==> src/rtl/zzlab_axil_regs.sv <==
// AXI4-Lite control-register slave: parametrised width/count, byte strobes,
// independent AW/W capture, SLVERR on out-of-range or read-only targets.
module zzlab_axil_regs #(
    parameter int C_S_AXI_CONTROL_DATA_WIDTH  = 32,
    parameter int C_S_AXI_CONTROL_ADDR_WIDTH  = 6,
    parameter int C_S_AXI_CONTROL_WSTRB_WIDTH = C_S_AXI_CONTROL_DATA_WIDTH / 8,
    parameter int NUM_REGS                    = 8,
    parameter logic [NUM_REGS-1:0] RO_MASK    = '0
) (
    input  logic                                            clk,
    input  logic                                            rst,
    input  logic                                            s_axi_control_AWVALID,
    output logic                                            s_axi_control_AWREADY,
    input  logic [C_S_AXI_CONTROL_ADDR_WIDTH-1:0]           s_axi_control_AWADDR,
    input  logic                                            s_axi_control_WVALID,
    output logic                                            s_axi_control_WREADY,
    input  logic [C_S_AXI_CONTROL_DATA_WIDTH-1:0]           s_axi_control_WDATA,
    input  logic [C_S_AXI_CONTROL_WSTRB_WIDTH-1:0]          s_axi_control_WSTRB,
    output logic                                            s_axi_control_BVALID,
    input  logic                                            s_axi_control_BREADY,
    output logic [1:0]                                      s_axi_control_BRESP,
    input  logic                                            s_axi_control_ARVALID,
    output logic                                            s_axi_control_ARREADY,
    input  logic [C_S_AXI_CONTROL_ADDR_WIDTH-1:0]           s_axi_control_ARADDR,
    output logic                                            s_axi_control_RVALID,
    input  logic                                            s_axi_control_RREADY,
    output logic [C_S_AXI_CONTROL_DATA_WIDTH-1:0]           s_axi_control_RDATA,
    output logic [1:0]                                      s_axi_control_RRESP,
    output logic [NUM_REGS*C_S_AXI_CONTROL_DATA_WIDTH-1:0]  reg_out,
    input  logic [NUM_REGS*C_S_AXI_CONTROL_DATA_WIDTH-1:0]  reg_in,
    output logic [NUM_REGS-1:0]                             reg_wr_pulse
);

    localparam int DW   = C_S_AXI_CONTROL_DATA_WIDTH;
    localparam int AW   = C_S_AXI_CONTROL_ADDR_WIDTH;
    localparam int SW   = C_S_AXI_CONTROL_WSTRB_WIDTH;
    localparam int LSB  = $clog2(SW);
    localparam int IDXW = AW - LSB;

    localparam logic [1:0] RESP_OKAY   = 2'b00;
    localparam logic [1:0] RESP_SLVERR = 2'b10;

    logic [DW-1:0]       regs_r [NUM_REGS];
    logic                aw_full_r;
    logic [IDXW-1:0]     aw_idx_r;
    logic                w_full_r;
    logic [DW-1:0]       w_data_r;
    logic [SW-1:0]       w_strb_r;
    logic                bvalid_r;
    logic [1:0]          bresp_r;
    logic                rvalid_r;
    logic [DW-1:0]       rdata_r;
    logic [1:0]          rresp_r;
    logic [NUM_REGS-1:0] wr_pulse_r;

    logic                aw_hs_s;
    logic                w_hs_s;
    logic                ar_hs_s;
    logic                commit_s;
    logic [NUM_REGS-1:0] wr_sel_s;
    logic                wr_ok_s;
    logic [IDXW-1:0]     rd_idx_s;
    logic [DW-1:0]       rd_data_s;
    logic                rd_in_range_s;

    // Ready signals depend only on flops, never on the VALID inputs.
    assign s_axi_control_AWREADY = !aw_full_r && !bvalid_r;
    assign s_axi_control_WREADY  = !w_full_r && !bvalid_r;
    assign s_axi_control_ARREADY = !rvalid_r;

    assign aw_hs_s  = s_axi_control_AWVALID && s_axi_control_AWREADY;
    assign w_hs_s   = s_axi_control_WVALID && s_axi_control_WREADY;
    assign ar_hs_s  = s_axi_control_ARVALID && s_axi_control_ARREADY;
    assign commit_s = aw_full_r && w_full_r;
    assign rd_idx_s = s_axi_control_ARADDR[AW-1:LSB];

    // Decode the held write index into a one-hot select of writable registers.
    always_comb begin
        wr_sel_s = '0;
        for (int i = 0; i < NUM_REGS; i++) begin
            wr_sel_s[i] = (32'(aw_idx_r) == i) && !RO_MASK[i];
        end
        wr_ok_s = |wr_sel_s;
    end

    // Read-data mux: RW from the register file, RO from reg_in, zero when out of range.
    always_comb begin
        rd_data_s     = '0;
        rd_in_range_s = 1'b0;
        for (int i = 0; i < NUM_REGS; i++) begin
            rd_in_range_s = rd_in_range_s | (32'(rd_idx_s) == i);
            rd_data_s     = rd_data_s |
                            ((32'(rd_idx_s) == i) ? (RO_MASK[i] ? reg_in[i*DW +: DW] : regs_r[i])
                                                  : '0);
        end
    end

    // AW and W holding registers, filled independently and drained by a commit.
    always_ff @(posedge clk) begin
        if (rst) begin
            aw_full_r <= 1'b0;
            aw_idx_r  <= '0;
            w_full_r  <= 1'b0;
            w_data_r  <= '0;
            w_strb_r  <= '0;
        end else begin
            if (aw_hs_s) begin
                aw_full_r <= 1'b1;
                aw_idx_r  <= s_axi_control_AWADDR[AW-1:LSB];
            end else if (commit_s) begin
                aw_full_r <= 1'b0;
            end
            if (w_hs_s) begin
                w_full_r <= 1'b1;
                w_data_r <= s_axi_control_WDATA;
                w_strb_r <= s_axi_control_WSTRB;
            end else if (commit_s) begin
                w_full_r <= 1'b0;
            end
        end
    end

    // Write response channel and the one-cycle write pulse.
    always_ff @(posedge clk) begin
        if (rst) begin
            bvalid_r   <= 1'b0;
            bresp_r    <= RESP_OKAY;
            wr_pulse_r <= '0;
        end else begin
            wr_pulse_r <= '0;
            if (commit_s) begin
                bvalid_r   <= 1'b1;
                bresp_r    <= wr_ok_s ? RESP_OKAY : RESP_SLVERR;
                wr_pulse_r <= wr_sel_s;
            end else if (bvalid_r && s_axi_control_BREADY) begin
                bvalid_r <= 1'b0;
            end
        end
    end

    // Register file with per-byte strobe merge; read-only slots are never written.
    always_ff @(posedge clk) begin
        if (rst) begin
            for (int i = 0; i < NUM_REGS; i++) begin
                regs_r[i] <= '0;
            end
        end else if (commit_s) begin
            for (int i = 0; i < NUM_REGS; i++) begin
                for (int b = 0; b < SW; b++) begin
                    if (wr_sel_s[i] && w_strb_r[b]) begin
                        regs_r[i][8*b +: 8] <= w_data_r[8*b +: 8];
                    end
                end
            end
        end
    end

    // Read channel: data is captured on the AR handshake and held until RREADY.
    always_ff @(posedge clk) begin
        if (rst) begin
            rvalid_r <= 1'b0;
            rdata_r  <= '0;
            rresp_r  <= RESP_OKAY;
        end else if (ar_hs_s) begin
            rvalid_r <= 1'b1;
            rdata_r  <= rd_data_s;
            rresp_r  <= rd_in_range_s ? RESP_OKAY : RESP_SLVERR;
        end else if (rvalid_r && s_axi_control_RREADY) begin
            rvalid_r <= 1'b0;
        end
    end

    generate
        for (genvar g = 0; g < NUM_REGS; g++) begin : g_reg_out
            assign reg_out[g*DW +: DW] = RO_MASK[g] ? '0 : regs_r[g];
        end
    endgenerate

    assign s_axi_control_BVALID = bvalid_r;
    assign s_axi_control_BRESP  = bresp_r;
    assign s_axi_control_RVALID = rvalid_r;
    assign s_axi_control_RDATA  = rdata_r;
    assign s_axi_control_RRESP  = rresp_r;
    assign reg_wr_pulse         = wr_pulse_r;

endmodule

==> config.mk <==
export PLATFORM = sky130hd
export DESIGN_NAME = zzlab_axil_regs
export DESIGN_NICKNAME = d
export VERILOG_FILES = /design/src/rtl/zzlab_axil_regs.sv
export SDC_FILE = /design/constraint.sdc
export NUM_CORES = 1
export LEC_CHECK = 0
export BUFFER_PORTS_ARGS = -buffer_cell sky130_fd_sc_hd__buf_2
export CORE_AREA = 5 5 238 240
export CTS_CLUSTER_SIZE = 12
export DETAILED_ROUTE_END_ITERATION = 7
export DIE_AREA = 0 0 243 245
export HOLD_SLACK_MARGIN = 0.03
export PLACE_DENSITY = 0.55
export REMOVE_ABC_BUFFERS = 1
export SLEW_MARGIN = 20
export SYNTH_ARGS = -nofsm -noshare
export SYNTH_HDL_FRONTEND = slang
export SYNTH_SLANG_ARGS = --single-unit
==> constraint.sdc <==
create_clock -name clk -period 2.2 [get_ports clk]
set_input_delay 0.33 -clock clk [delete_from_list [all_inputs] [get_ports clk]]
set_output_delay 0.33 -clock clk [all_outputs]
set_load 0.01 [all_outputs]
==> results.json, run 1 <==
{
  "status": "finished, final reports clean",
  "fill_cells": 5447,
  "worstMarginPinSlew_ns": 1.14,
  "crit_required_ns": 2.39,
  "rsz0062_at_grt": "false",
  "vias_per_cell": 4.81,
  "die_area_um2": 59500,
  "synth_area_um2": 14200,
  "power_density_nw_per_um2": 827,
  "cts_sinks": 342,
  "arrival_ns": 2.27,
  "yosys_warnings": 0,
  "drive_gt1_frac": 0.320,
  "leakage_uw": 0.00794,
  "synthSimpleGateAreaFrac": 0.154,
  "synth_top_family_by_area": "simple AND/OR/NAND/NOR gates",
  "ys_types": 50,
  "dpl.hpwl_um": 43100,
  "synthXorXnorAreaFrac": 0,
  "synth-edff-count": 256,
  "ctsHtreeMaxLevel": 2,
  "cts_buffers": 40,
  "finalCoreUtilization": 0.352,
  "syn_area_per_cell_um2": 11.9,
  "wire_per_inst_um": 23.9,
  "synth-seq-cells": 342,
  "synth.most_common_cell": "edfxtp_1",
  "ant_nets": 0,
  "fmax_ghz": 0.481,
  "grt_max_degree": 37,
  "grt-ovfl-total": 0,
  "ys_seq_area_frac": 0.662,
  "fin_skew_ns": 0.0278,
  "clock-root-buffer": "clkbuf_16",
  "io_pins": 616,
  "finalPower_uw": 15800,
  "post_cts_buffers": 0,
  "drv_cap": 0,
  "first_global_vias": 11800,
  "cp_slowest_cell": "dfxtp_1",
  "clk_latency_ns": 0.56,
  "numPortBuffers": 353,
  "drt_iter0_drc": 934,
  "syn2layout_area_growth_pct": 34.6,
  "worst-setup-path-type": "flop to flop",
  "synth_top_area_share": 0.541,
  "vias": 11500,
  "grt_pass1_wl_um": 81500,
  "synth-adder-area-share": 0,
  "routabilityCongestion": 0.880,
  "hold_viol": 0,
  "grtUsageTotal": 0.185,
  "firstDrtPassIters": 6,
  "yosys.area.top_type": "edfxtp_1",
  "ys.flop_type": "edfxtp_1",
  "place_ws_ns": 0.119,
  "cts_buffer_depth": 3,
  "die_x_um": 243,
  "muxShareOfSynthArea": 0.0537,
  "slew_violations": 0,
  "area.sequential_um2": 9410,
  "crit_path_start_kind": "flop",
  "setup_viol": 0,
  "start_util": 0.261,
  "final_net_count": 1966,
  "hold_path.class": "input pin to flop",
  "design.core.area_um2": 54400,
  "synth_top_cells_by_count": "edfxtp_1, nor2_1, nand2_1",
  "period_minus_slack_ns": 2.08,
  "drc_errors": 0,
  "clk_transition_reported_paths_ns": 0.06,
  "syn-instance-count": 1196,
  "multi_input_area_um2": 4310,
  "cp_max_fo": 8,
  "cp_slowest_stage_delay_ns": 0.42,
  "fin_ws_ns": 0.120,
  "ir_worst_vdd_uv": 510,
  "slew-limit-headroom": 0.233,
  "async_reset_ff_frac": 0,
  "crit_top_cell": "nand2b_1",
  "antenna_found_initial": 1,
  "synth.top_cells.by_area": "edfxtp_1, dfxtp_1, nor2_1",
  "cts_tree": "yes",
  "critPathCaptureType": "flop",
  "die_h_um": 245,
  "finalCritPeriodShare": 0.945,
  "crit_chain": "nand2b_1 -> nor2_1 -> buf_12 -> nand2_1 -> nand2b_1",
  "wl_um": 57200,
  "rows": 86,
  "synth-compound-area-share": 0.0925
}
## flip-flops by register name, summed over array words and instances (netlist names), 4 cells and up
register             count
w_data_r                32
s_axi_control_RDATA     32
aw_idx_r                 4
w_strb_r                 4
regs_r                 256
reg_wr_pulse             8
## through the flow
step | cells | instance area (um^2) | setup TNS, ns | hold slack, ns
after floorplan | 1123 | 13800 | -14.97 | 0.399
after global placement | 2277 | 17400 | 0 | 0.442
after detailed placement | 2277 | 17400 | 0 | 0.445
after CTS | 2391 | 19100 | 0 | 0.0324
after global routing | 2391 | 19100 | 0 | 0.0581
final | 2392 | 19100 | 0 | 0.0581
## timing repair
| item | 4_1_cts | 5_1_grt |
|---|---|---|
| hold buffers | 40 | 0 |
| gates resized for setup | 0 | 0 |
| hold endpoints to repair | 39 | 0 |
## worst paths after layout
path / slack, ns / startpoint / end / cells after the start
max: 0.12 / aw_idx_r[0]$_SDFFE_PP0P_ / regs_r[1][49]$_SDFFCE_PN0P_ / 5
min: 0.06 / s_axi_control_WDATA[29] / w_data_r[29]$_SDFFE_PP0P_ / 3
max reg2reg: 0.12 / aw_idx_r[0]$_SDFFE_PP0P_ / regs_r[1][49]$_SDFFCE_PN0P_ / 5
min reg2reg: 0.45 / w_data_r[4]$_SDFFE_PP0P_ / w_data_r[4]$_SDFFE_PP0P_ / 2
## cell families (layout without fill, tap and decap cells)
logic type,Yosys count,after routing
mux,59,59
other cells,1,3
buf+inv,112,602
simple gates,494,494
compound gates,188,188
flops,342,342
## where the power goes
group,leakage (uW),internal (uW),total (uW),switching [uW]
Sequential,0.00335,7220,7410,188
Clock,0.000653,4030,6800,2770
Combinational,0.00394,606,1620,1010
## worst max-delay path, delay by kind of cell (launching register included)
kind / cells / cell delay [ns]
simple gates: 4 / 1.12
buf+inv: 1 / 0.18
flops: 1 / 0.42
## final cells by class
cell class	instances	area share
antenna	1	0.000131
timing repair buffer	490	0.160
tap	704	0.0460
sequential	342	0.492
clock buffer	56	0.0603
inverter	38	0.00745
clock inverter	18	0.00954
multi-input combinational	743	0.225
## placed cells by master, fill, tap and decap left out, drive strengths merged, types with 4 or more instances in the layout
cell and instances:
buf 450, dfxtp 86, inv 39, nand2 124, and3 7, o21ai 13, a21oi 60, a31oi 8
nor2 245, o221ai 5, and2 4, a211oi 10, mux2 9, clkinv 14, nor3 7, dlygate4sd3 40
nand3b 16, mux2i 38, edfxtp 256, a311oi 18, clkbuf 56, a22oi 17, a211o 6, a222oi 10
mux4 12, nor3b 5, a22o 23, nor4 11, a21o 9, nand2b 64
## per-layer routing
layer | track usage | vias up | part of all wire
li1 | - | 5210 | -
met1 | 0.239 | 5639 | 0.42
met2 | 0.290 | 577 | 0.44
met3 | 0.0684 | 82 | 0.11
met4 | 0.0591 | 0 | 0.029
met5 | 0 | - | 0
(Power assumes the default switching activity.)
==> run 2, diff against run 1 <==
--- a/config.mk
+++ b/config.mk
@@ -11,6 +11,7 @@
 export DETAILED_ROUTE_END_ITERATION = 7
 export DIE_AREA = 0 0 243 245
 export HOLD_SLACK_MARGIN = 0.03
+export MAX_ROUTING_LAYER = met4
 export PLACE_DENSITY = 0.55
 export REMOVE_ABC_BUFFERS = 1
 export SLEW_MARGIN = 20
==> run 2 against run 1 <==
  * Via count rose by 0.52%
  * Combinational power barely moved
  * Sequential power barely moved
  * Non-clock buffer count did not move
  * Maximum frequency rose by 0.67%
  * Die area did not move
  * Sequential share of layout area did not move
  * Count of clock-buffer cells in the layout did not move
  * Worst setup slack improved by 0.014 ns
  * Critical endpoint is now regs_r[1][55]$_SDFFCE_PN0P_
==> results.json, run 2 (synthesized netlist as in run 1, its figures left out) <==
{
  "status": "finished, final reports clean",
  "rows": 86,
  "vias": 11600,
  "critPathCaptureType": "flop",
  "io_pins": 616,
  "firstDrtPassIters": 5,
  "crit_path_start_kind": "flop",
  "drc_errors": 0,
  "slew_violations": 0,
  "rrSetupSlack_ns": 0.13,
  "ir_worst_vdd_uv": 513,
  "ant_nets": 0,
  "cp_max_fo": 8,
  "dp.cells": 2277,
  "die_area_um2": 59500,
  "cts_buffer_depth": 3,
  "setup_viol": 0,
  "largest_reg_flops": 256,
  "drt_iter0_drc": 1036,
  "die_h_um": 245,
  "power_density_nw_per_um2": 828,
  "routabilityCongestion": 0.895,
  "totalNegativeSetupSlack_ns": 0,
  "antenna_found_initial": 1,
  "syn2layout_area_growth_pct": 34.6,
  "cts_sinks": 342,
  "rsz0062_at_grt": "false",
  "grt_pass1_wl_um": 81500,
  "hold_path.class": "input pin to flop",
  "leakage_uw": 0.00794,
  "topRoutingLayerUsed": "met4",
  "fin_skew_ns": 0.0297,
  "finalInstanceArea_um2": 19100,
  "die_x_um": 243,
  "arrival_ns": 2.25,
  "placed_cell_area_um2": 17400,
  "clock-root-buffer": "clkbuf_16",
  "cts_buffers": 40,
  "cts_tree": "yes",
  "wirelength_met1_um": 23900,
  "worstMarginPinSlew_ns": 1.14,
  "max_flop_register": "regs_r",
  "wire_per_inst_um": 23.9,
  "dpl.hpwl_um": 43100,
  "clk_latency_ns": 0.56,
  "final_common_cell": "buf_2",
  "grtUsageTotal": 0.190,
  "vias_per_cell": 4.84,
  "first_global_vias": 11700,
  "hold_viol": 0,
  "slew-limit-headroom": 0.237,
  "hold_ws_ns": 0.0642,
  "grt-ovfl-total": 0,
  "wl_met3_um": 6330,
  "crit_required_ns": 2.39,
  "start_util": 0.261,
  "drv_cap": 0,
  "drive_gt1_frac": 0.320,
  "worst-setup-path-type": "flop to flop",
  "fin_cells": 2392,
  "dr_wl_met2_um": 25400,
  "design.core.area_um2": 54400,
  "wl_um": 57200,
  "grt_max_degree": 37,
  "ctsHtreeMaxLevel": 2,
  "final_net_count": 1966,
  "cts_resized": 0,
  "fmax_ghz": 0.484,
  "numPortBuffers": 353,
  "period_minus_slack_ns": 2.07,
  "finalPower_uw": 15800,
  "clk_transition_reported_paths_ns": 0.06,
  "finalCritPeriodShare": 0.939,
  "layout_common_cells": "buf_2, edfxtp_1, nor2_1"
}
==> run 2: cell counts in the layout (fill, tap and decap cells not counted) <==
Identical to the previous run, type by type.
==> run 2: stage by stage <==
stage / util / setup WS (ns)
final: 0.352 / 0.134
after global routing: 0.352 / 0.0112
after CTS: 0.352 / 0.104
after detailed placement: 0.320 / 0.119
after global placement: 0.320 / 0.114
after floorplan: - / -0.708
==> run 2: repair_timing <==
| item | CTS | global route |
|---|---|---|
| hold buffers | 40 | 0 |
| buffers inserted | 0 | 0 |
| hold endpoints to repair | 39 | 0 |
==> run 2: path summary, 6_finish.rpt <==
path                             from  depth (start not counted)                           to
min           s_axi_control_WDATA[29]                          3    w_data_r[29]$_SDFFE_PP0P_
max          aw_idx_r[0]$_SDFFE_PP0P_                          5  regs_r[1][55]$_SDFFCE_PN0P_
min reg2reg  w_data_r[4]$_SDFFE_PP0P_                          2     w_data_r[4]$_SDFFE_PP0P_
max reg2reg  aw_idx_r[0]$_SDFFE_PP0P_                          5  regs_r[1][55]$_SDFFCE_PN0P_
==> run 2: routing by layer <==
metal	vias up	global-route usage
met3	91	0.0666
met1	5659	0.240
met4	0	0.0577
li1	5202	-
met2	616	0.291
met5	-	-
==> run 2: worst max-delay path, cell delays in order, from the launching register on <==
cell and delay, ns:
dfxtp_1 0.42, nand2b_1 0.23, nor2_1 0.40, buf_12 0.18
nand2_1 0.07, nand2b_1 0.40
==> run 2: report_power, final <==
| group | internal, uW | switching [uW] | total (uW) | leakage (uW) |
|---|---|---|---|---|
| combinational | 606 | 1010 | 1620 | 0.00394 |
| sequential | 7220 | 188 | 7410 | 0.00335 |
| clock | 4030 | 2780 | 6820 | 0.000653 |
| total | 11900 | 3980 | 15800 | 0.00794 |
==> run 2: layout make-up <==
cell class,count,area (um^2)
antenna,1,2.50
clock buffer,56,1150
clock inverter,18,183
fill,5447,35300
inverter,38,143
multi-input combinational,743,4310
sequential,342,9410
tap,704,881
timing repair buffer,490,3060
==> run 3, diff against run 2 <==
--- a/config.mk
+++ b/config.mk
@@ -5,7 +5,7 @@
 export SDC_FILE = /design/constraint.sdc
 export NUM_CORES = 1
 export LEC_CHECK = 0
-export BUFFER_PORTS_ARGS = -buffer_cell sky130_fd_sc_hd__buf_2
+export BUFFER_PORTS_ARGS = -buffer_cell sky130_fd_sc_hd__buf_4
 export CORE_AREA = 5 5 238 240
 export CTS_CLUSTER_SIZE = 12
 export DETAILED_ROUTE_END_ITERATION = 7
==> run 3 against run 2 <==
  * Register-to-register slack is essentially flat
  * First-iteration DRC count shrank 17%
  * Combinational power grew 7%
  * Critical path depth is the same
  * Worst setup slack lost 0.0057 ns
  * Clock skew is essentially flat
  * Sequential power is essentially flat
  * Count of clock-buffer cells in the layout is the same
  * Highest routed layer unchanged
  * Power shrank 2.1%
  * Clock power shrank 7.0%
  * Cell count shrank 0.88%
==> results.json, run 3 (synthesized netlist as in run 1, its figures left out) <==
{
  "rr_worst_depth": 5,
  "start_util": 0.261,
  "io_pins": 616,
  "fill_cells": 5408,
  "critPathCaptureType": "flop",
  "max_flop_register": "regs_r",
  "hold_viol": 0,
  "cts_buffers": 40,
  "firstDrtPassIters": 6,
  "first_global_vias": 11500,
  "arrival_ns": 2.25,
  "slew-limit-headroom": 0.307,
  "hold_start": "s_axi_control_WDATA[31]",
  "final_common_cell": "buf_4",
  "post_cts_buffers": 0,
  "final_net_count": 1945,
  "worst-setup-path-type": "flop to flop",
  "drc_errors": 0,
  "dpl.hpwl_um": 43200,
  "dp.cells": 2261,
  "hold_ws_ns": 0.0690,
  "numPortBuffers": 353,
  "clk_transition_reported_paths_ns": 0.06,
  "antenna_found_initial": 1,
  "ir_worst_vdd_uv": 458,
  "multi_input_area_um2": 4320,
  "fin_skew_ns": 0.0299,
  "crit_path_start_kind": "flop",
  "fin_ws_ns": 0.129,
  "rrSetupSlack_ns": 0.13,
  "totalNegativeSetupSlack_ns": 0,
  "rows": 86,
  "grt_pass1_wl_um": 80800,
  "drive_gt1_frac": 0.318,
  "reg2reg_to": "regs_r[0][47]$_SDFFCE_PN0P_",
  "status": "finished, final reports clean",
  "vias": 11400,
  "cp_max_fo": 9,
  "drt_iter0_drc": 862,
  "grtUsageTotal": 0.188,
  "place_ws_ns": 0.0329,
  "layout_common_cells": "buf_4, edfxtp_1, nor2_1",
  "routabilityCongestion": 0.856,
  "clock-root-buffer": "clkbuf_16",
  "cts_tree": "yes",
  "drv_cap": 0,
  "period_minus_slack_ns": 2.07,
  "area.sequential_um2": 9410,
  "worstMarginPinSlew_ns": 1.03,
  "largest_reg_flops": 256,
  "grt_max_degree": 73,
  "hold_path_depth": 3,
  "ant_nets": 0,
  "fin_cells": 2371,
  "ctsHtreeMaxLevel": 2,
  "setup_viol": 0,
  "grt-ovfl-total": 0,
  "rsz0062_at_grt": "false",
  "power_density_nw_per_um2": 784,
  "vias_per_cell": 4.81,
  "design.core.area_um2": 54400,
  "r2r_start": "aw_idx_r[0]$_SDFFE_PP0P_",
  "crit_required_ns": 2.37,
  "wire_per_inst_um": 24.0,
  "die_area_um2": 59500,
  "fmax_ghz": 0.483,
  "clk_latency_ns": 0.55,
  "syn2layout_area_growth_pct": 39.0,
  "cts_buffer_depth": 3,
  "slew_violations": 0,
  "hold_path.class": "input pin to flop",
  "finalCoreUtilization": 0.363,
  "min_to": "w_data_r[31]$_SDFFE_PP0P_",
  "cts_sinks": 342,
  "wl_um": 57000,
  "die_x_um": 243,
  "die_h_um": 245,
  "leakage_uw": 0.00798,
  "finalCritPeriodShare": 0.942
}
run 3: cell types whose count changed in the layout (fill, tap and decap cells not counted), sizes merged:
cell         delta
bufinv          -2
dlygate4sd3     -5
clkinv          -1
inv             +3
buf            -16
run 3: metrics by stage:
| step | cell area (um^2) | power (uW) |
|---|---|---|
| global placement | 18100 | 9240 |
| floorplan | 13800 | 8140 |
| global route | 19800 | 16100 |
| detailed placement | 18100 | 9260 |
| CTS | 19700 | 15600 |
| finish | 19800 | 15500 |
run 3: area by class of cell:
class	count	share of cell area
Clock buffer	56	0.0563
Tap cell	704	0.0446
Antenna cell	1	0.000127
Multi-Input combinational cell	743	0.219
Inverter	38	0.00722
Clock inverter	18	0.00671
Sequential cell	342	0.476
Timing Repair Buffer	469	0.190
run 3: worst max-delay path, cell delays in order (launching register included):
cell and delay [ns]:
dfxtp_1 0.53, nand2b_1 0.28, nor3_2 0.17, buf_4 0.19, nand2_1 0.08, nand2b_1 0.45
run 3: report_power, final:
group          internal [uW]  leakage [uW]  total, uW  switching, uW
Sequential              7220       0.00335       7430            213
Clock                   3680      0.000615       6340           2670
Combinational            730       0.00402       1730            996
Total                  11600       0.00798      15500           3880
run 3: worst max path at each step:
stage                                            startpoint                              endpoint  slack, ns
final                              aw_idx_r[0]$_SDFFE_PP0P_           regs_r[0][47]$_SDFFCE_PN0P_       0.13
after global placement             aw_idx_r[0]$_SDFFE_PP0P_           regs_r[1][60]$_SDFFCE_PN0P_       0.05
after detailed placement           aw_idx_r[2]$_SDFFE_PP0P_           regs_r[1][26]$_SDFFCE_PN0P_       0.03
after global routing               aw_idx_r[0]$_SDFFE_PP0P_          regs_r[0][112]$_SDFFCE_PN0P_       0.02
after floorplan           s_axi_control_RVALID$_SDFFE_PP0P_  s_axi_control_RDATA[12]$_SDFFE_PP0P_      -0.71
after CTS                          aw_idx_r[0]$_SDFFE_PP0P_           regs_r[1][63]$_SDFFCE_PN0P_       0.04
run 3: repair_timing:
| item | in CTS | in global routing |
|---|---|---|
| setup endpoints to repair | 8 | 41 |
| gates resized for setup | 1 | 6 |
| endpoints found under the hold margin | 35 | 0 |
| hold buffers | 35 | 0 |
| gates cloned | 0 | 0 |
run 3: routing by layer:
metal  part of all wire  wire (um)  GRT usage
met5                  0          0          -
met4              0.020       1130     0.0442
met3               0.10       5970     0.0674
met2               0.44      25200      0.285
met1               0.43      24700      0.244
